`src/rtl/synth_pkg.sv`:
```
// Shared types and widths for the voice / envelope / codec datapath.
// Also hosts the velocity-to-gain scaling used by the VCA.
package synth_pkg;

    localparam int ENV_W    = 16;
    localparam int SAMPLE_W = 24;
    localparam int VEL_W    = 7;

    typedef enum logic [2:0] {
        IDLE,
        ATTACK,
        DECAY,
        SUSTAIN,
        RELEASE
    } env_state_t;

    // gain = (env * (velocity + 1)) >> 7; velocity 127 therefore gives unity gain.
    function automatic logic [ENV_W-1:0] env_gain(
        input logic [ENV_W-1:0] env,
        input logic [VEL_W-1:0] vel
    );
        logic [VEL_W:0]       vel_p1;
        logic [ENV_W+VEL_W:0] prod;
        vel_p1 = {1'b0, vel} + {{VEL_W{1'b0}}, 1'b1};
        prod   = {{(VEL_W+1){1'b0}}, env} * {{ENV_W{1'b0}}, vel_p1};
        return prod[ENV_W+VEL_W-1:VEL_W];
    endfunction

endpackage

```
`src/rtl/env_vca.sv`:
```
// Two-stage VCA: stage 1 captures din and the envelope gain on the tick,
// stage 2 registers the floored signed product into dout.
module env_vca
    import synth_pkg::*;
(
    input  logic                clk,
    input  logic                rst,
    input  logic [ENV_W-1:0]    env,
    input  logic [VEL_W-1:0]    velocity,
    input  logic [SAMPLE_W-1:0] din,
    input  logic                tick,
    output logic [SAMPLE_W-1:0] dout,
    output logic                dout_valid
);

    localparam int PROD_W = SAMPLE_W + ENV_W + 1;

    logic [SAMPLE_W-1:0] din_q;
    logic [ENV_W-1:0]    gain_q;
    logic                stage1_vld_q;
    logic [SAMPLE_W-1:0] dout_q;
    logic                dout_valid_q;
    logic [PROD_W-1:0]   prod;

    // Sign-extend din and zero-extend gain to the full product width, so the
    // low PROD_W bits are the exact two's-complement product; dropping the
    // 16 LSBs is then an arithmetic (flooring) shift.
    assign prod = {{(PROD_W-SAMPLE_W){din_q[SAMPLE_W-1]}}, din_q}
                * {{(PROD_W-ENV_W){1'b0}}, gain_q};

    always_ff @(posedge clk) begin
        if (rst) begin
            din_q        <= '0;
            gain_q       <= '0;
            stage1_vld_q <= 1'b0;
            dout_q       <= '0;
            dout_valid_q <= 1'b0;
        end else begin
            stage1_vld_q <= tick;
            dout_valid_q <= stage1_vld_q;
            if (tick) begin
                din_q  <= din;
                gain_q <= env_gain(env, velocity);
            end
            if (stage1_vld_q) begin
                dout_q <= prod[SAMPLE_W+ENV_W-1:ENV_W];
            end
        end
    end

    assign dout       = dout_q;
    assign dout_valid = dout_valid_q;

endmodule

```
`src/rtl/adsr_envelope.sv`:
```
// ADSR envelope FSM and level register feeding the velocity-scaled VCA.
// Note events take priority over the level step of a coinciding sample tick.
module adsr_envelope
    import synth_pkg::*;
#(
    parameter int unsigned ATTACK_STEP   = 16384,
    parameter int unsigned DECAY_STEP    = 8192,
    parameter int unsigned SUSTAIN_LEVEL = 32768,
    parameter int unsigned RELEASE_STEP  = 16384
) (
    input  logic                clk,
    input  logic                rst,
    input  logic                sample_tick,
    input  logic                note_on,
    input  logic                note_off,
    input  logic [VEL_W-1:0]    velocity,
    input  logic [SAMPLE_W-1:0] din,
    output logic [SAMPLE_W-1:0] dout,
    output logic                dout_valid,
    output logic                active
);

    localparam logic [ENV_W-1:0] ATK16 = ENV_W'(ATTACK_STEP);
    localparam logic [ENV_W-1:0] DEC16 = ENV_W'(DECAY_STEP);
    localparam logic [ENV_W-1:0] SUS16 = ENV_W'(SUSTAIN_LEVEL);
    localparam logic [ENV_W-1:0] REL16 = ENV_W'(RELEASE_STEP);

    // One extra bit so overflow/underflow tests need no wrap-around.
    localparam logic [ENV_W:0] ATK_X       = {1'b0, ATK16};
    localparam logic [ENV_W:0] REL_X       = {1'b0, REL16};
    localparam logic [ENV_W:0] ENV_MAX     = {1'b0, {ENV_W{1'b1}}};
    localparam logic [ENV_W:0] DECAY_FLOOR = {1'b0, SUS16} + {1'b0, DEC16};

    env_state_t       state_q, state_d;
    logic [ENV_W-1:0] env_q, env_d;
    logic [VEL_W-1:0] vel_q, vel_d;
    logic             active_q;
    logic [ENV_W:0]   env_x;

    assign env_x = {1'b0, env_q};

    always_comb begin
        state_d = state_q;
        env_d   = env_q;
        vel_d   = vel_q;
        if (note_on) begin
            state_d = ATTACK;
            vel_d   = velocity;
        end else if (note_off && (state_q inside {ATTACK, DECAY, SUSTAIN})) begin
            state_d = RELEASE;
        end else if (sample_tick) begin
            case (state_q)
                IDLE: env_d = '0;
                ATTACK: begin
                    if (env_x + ATK_X >= ENV_MAX) begin
                        env_d   = '1;
                        state_d = DECAY;
                    end else begin
                        env_d = env_q + ATK16;
                    end
                end
                DECAY: begin
                    // env - DECAY_STEP <= SUSTAIN_LEVEL, rearranged to avoid underflow.
                    if (env_x <= DECAY_FLOOR) begin
                        env_d   = SUS16;
                        state_d = SUSTAIN;
                    end else begin
                        env_d = env_q - DEC16;
                    end
                end
                SUSTAIN: env_d = env_q;
                RELEASE: begin
                    if (env_x <= REL_X) begin
                        env_d   = '0;
                        state_d = IDLE;
                    end else begin
                        env_d = env_q - REL16;
                    end
                end
                default: begin
                    env_d   = '0;
                    state_d = IDLE;
                end
            endcase
        end
    end

    always_ff @(posedge clk) begin
        if (rst) begin
            state_q  <= IDLE;
            env_q    <= '0;
            vel_q    <= '0;
            active_q <= 1'b0;
        end else begin
            state_q  <= state_d;
            env_q    <= env_d;
            vel_q    <= vel_d;
            active_q <= (state_q != IDLE);
        end
    end

    assign active = active_q;

    env_vca u_vca (
        .clk        (clk),
        .rst        (rst),
        .env        (env_q),
        .velocity   (vel_q),
        .din        (din),
        .tick       (sample_tick),
        .dout       (dout),
        .dout_valid (dout_valid)
    );

endmodule

```
`config.mk`:
```
export PLATFORM = sky130hd
export DESIGN_NAME = adsr_envelope
export DESIGN_NICKNAME = d
export VERILOG_FILES = /design/src/rtl/synth_pkg.sv /design/src/rtl/env_vca.sv /design/src/rtl/adsr_envelope.sv
export SDC_FILE = /design/constraint.sdc
export NUM_CORES = 1
export LEC_CHECK = 0
export BUFFER_PORTS_ARGS = -buffer_cell sky130_fd_sc_hd__buf_2
export CORE_MARGIN = 2
export CORE_UTILIZATION = 45
export DETAILED_ROUTE_END_ITERATION = 6
export PLACE_DENSITY = 0.73
export SLEW_MARGIN = 20
export SYNTH_ARGS = -nofsm -noshare
export SYNTH_HDL_FRONTEND = slang
export SYNTH_HIERARCHICAL = 1
export SYNTH_SLANG_ARGS = --single-unit
```
`constraint.sdc`:
```
create_clock -name clk -period 6.61 [get_ports clk]
set_clock_uncertainty 0.05 [all_clocks]
set_input_delay 1.322 -clock clk [delete_from_list [all_inputs] [get_ports clk]]
set_output_delay 1.322 -clock clk [all_outputs]
set_load 0.02 [all_outputs]
```
==> results.sh <==
export IMPL_fp_row_count=78
export IMPL_wirelength_mm=48.7
export IMPL_gp_congestion=0.953
export IMPL_ir_drop_mv=0.0973
export IMPL_nets=3004
export IMPL_syn_inst=2296
export IMPL_multi_input_area_um2=16500
export IMPL_fin_crit_ns=6.48
export IMPL_final_cell_mix="inv_1 (560), fa_1 (451), nand2_1 (290)"
export IMPL_max_freq_mhz=154
export IMPL_critPathLaunchType="register"
export IMPL_slowest_delay_ns=0.57
export IMPL_wire_per_inst_um=16.4
export IMPL_critPathKind="reg -> reg"
export IMPL_crit_family="adder cells"
export IMPL_status="finished clean"
export IMPL_die_h_um=218
export IMPL_wl_met2_mm=24.8
export IMPL_yosys_area_top_type="fa_1"
export IMPL_slew_headroom_pct=29.2
export IMPL_finalMaxSlewViolations=0
export IMPL_p_leak_nw=11.5
export IMPL_fin_util_pct=49.7
export IMPL_core_um2=45200
export IMPL_worst_path_most_repeated_cell="fa_1"
export IMPL_hold_class="reg -> reg"
export IMPL_cp_end_kind="register"
export IMPL_clock_sinks=81
export IMPL_cp_data_required_time_ns=6.76
export IMPL_synth_nets=2926
export IMPL_synth_compound_area_share_pct=5.08
export IMPL_vias_per_cell=5.12
export IMPL_syn2layout_area_growth_pct=9.43
export IMPL_drive_above_1_share_pct=9.08
export IMPL_synth_avg_cell_area_um2=8.94
export IMPL_synth_xor_area_share_pct=2.09
export IMPL_postRouteAntennaNets=0
export IMPL_grtUsageTotal_pct=22.0
export IMPL_placed_area_um2=22000
export IMPL_design_area_um2=22500
export IMPL_top_layer="met4"
export IMPL_dieWidth_um=218
export IMPL_synth_edf_count=0
export IMPL_dp_hpwl_mm=40.4
export IMPL_ys_ff_latch=81
export IMPL_clockBufferDepth=2
export IMPL_dr_total_vias=15300
export IMPL_met1_length_mm=19.7
export IMPL_synthAdderAreaFrac_pct=52.8
export IMPL_fin_crit_sh_pct=98.1
export IMPL_async_reset_ff_share_pct=0
export IMPL_floorplan_die_area_um2=47300
export IMPL_portBuffers=61
export IMPL_synth_area_leaders="fa_1 (44%), inv_1 (10%), ha_1 (8.7%)"
export IMPL_cap_viol_max_count=0
export IMPL_h_tree_depth=3
export IMPL_hold_violations=0
export IMPL_diodes=0
export IMPL_clkLatencyLatePin_ns=0.38
export IMPL_synth_simple_area_share_pct=17.6
export IMPL_synth_mux_area_share_pct=2.63
export IMPL_regArea_um2=1640
export IMPL_grt_pass1_wl_mm=82.9
export IMPL_synth_warnings=6
export IMPL_synth_top_area_share_pct=44.1
export IMPL_setup_violations_final=0
export IMPL_cpMaxStageDelayCell="or4_1"
export IMPL_drtIter0Drc=902
export IMPL_syn_cell_area_um2=20500
export IMPL_path_clk_slew_ns=0.07
export IMPL_firstDrtPassIters=5
export IMPL_initial_core_util_pct=45.4
export IMPL_io_pins=62
export IMPL_yosysSeqAreaShare_pct=7.90
export IMPL_cts_tree="built"
export IMPL_root_buffer="clkbuf_16"
export IMPL_yosysUniqueCellTypes=73
export IMPL_grt_pass1_vias=16600
export IMPL_hold_buffers=0
export IMPL_tightest_slew_ns=1.06
export IMPL_synth_top_family_by_area="adder cells"
export IMPL_overflow=0
export IMPL_wl_met3_mm=2.61
export IMPL_cp_max_fo=16
export IMPL_drc=0
export IMPL_layout_commonest_cell="inv_1"
export IMPL_power_density_nw_per_um2=56.6
export IMPL_cts_made_buffers=9
export IMPL_grt_start_max_net_pins=98
export IMPL_critPathArrivalTime_ns=6.64
export IMPL_synth_top_flop_cell="dfxtp_1"
export IMPL_fillers=4107
export IMPL_crit_chain="buf_12, and2_1, fa_1, inv_1, fa_1, fa_1, inv_1, fa_1, fa_1, inv_1, fa_1, inv_1, ha_1, a21oi_2, o21ai_0, buf_4, or4_1, o21ai_2, o31ai_4, a211oi_2, nor2_1, o31ai_1, a211oi_1"
export IMPL_crit_buf_inv=6
export IMPL_antenna_found_initial=0
## cell type report
cell class | instances | share of cell area [%]
Clock buffer | 10 | 1.02
Clock inverter | 6 | 0.401
Inverter | 561 | 9.39
Multi-Input combinational cell | 1566 | 73.4
Sequential cell | 81 | 7.30
Tap cell | 600 | 3.34
Timing Repair Buffer | 155 | 5.11
## path summary, 6_finish.rpt
check / slack (ns) / to / start / cells past startpoint
hold reg to reg: 0.43 / u_vca/dout[22]$_SDFFE_PP0P_ / u_vca/dout[22]$_SDFFE_PP0P_ / 2
setup / recovery: 0.13 / u_vca/dout[23]$_SDFFE_PP0P_ / u_vca/gain_q[3]$_SDFFE_PP0P_ / 23
hold / removal: 0.43 / u_vca/dout[22]$_SDFFE_PP0P_ / u_vca/dout[22]$_SDFFE_PP0P_ / 2
setup reg to reg: 0.13 / u_vca/dout[23]$_SDFFE_PP0P_ / u_vca/gain_q[3]$_SDFFE_PP0P_ / 23
## cells in the mapped netlist (9+ instances only)
master and number:
nand2b_1 32, clkbuf_1 78, nand3_1 16, inv_1 561, and2_1 199, fa_1 452
ha_1 142, a211oi_1 16, o21ai_0 24, a21oi_1 34, xor2_1 20, nor3_1 9
nand2_1 291, dfxtp_1 81, mux2i_1 54, nor2_1 88, xnor2_1 29, nor2b_1 36
a21o_1 16
## repair_timing
action,4_1_cts,5_1_grt
pin swaps,0,9
buffers inserted,0,4
gates cloned,0,1
setup endpoints to repair,8,18
gates resized for setup,2,22
## where the power goes
| part | internal [W] | switching (W) |
|---|---|---|
| registers | 0.000502 | 0.0000318 |
| clock network | 0.000334 | 0.000251 |
| logic | 0.0000568 | 0.0000958 |
| total | 0.000893 | 0.000378 |
## metrics by stage
step	setup slack, ns	power, W	instances	setup TNS (ns)	hold slack [ns]
after floorplan	0.521	0.000617	2296	0	0.442
after global placement	0.0699	0.000692	2958	0	0.408
after detailed placement	-0.0726	0.000696	2958	-0.138	0.413
after CTS	0.00709	0.00129	2974	0	0.424
after global routing	-0.0125	0.00132	2979	-0.0256	0.457
final	0.127	0.00127	2979	0	0.427
## sequential cells by signal, summed over array words and instances, names as in the netlist
register	count
u_vca/gain_q	16
active	1
vel_q	7
u_vca/dout_valid	1
u_vca/dout	24
u_vca/stage1_vld_q	1
state_q	3
env_q	4
u_vca/din_q	24
## tightest hold or removal path, cell delays in order, from the launching register on
cell      delay (ns)
dfxtp_1         0.31
nand2b_1        0.06
a21oi_1         0.05
## cells by family (layout without fill, tap and decap cells)
kind of cell | after synthesis | after routing
buffers and inverters | 649 | 732
AOI/OAI and AO/OA | 147 | 147
xor gates and xnor gates | 49 | 49
muxes | 54 | 54
DFF | 81 | 81
and+or+nand+nor | 721 | 721
adders and majority gates | 595 | 595
## metal layers
layer	vias to the layer above	track usage, %
li1	6932	-
met3	106	2.57
met4	0	8.20
met5	-	0
met1	7756	28.4
met2	471	38.1
Note: power is estimated with default switching activity, not from simulation.
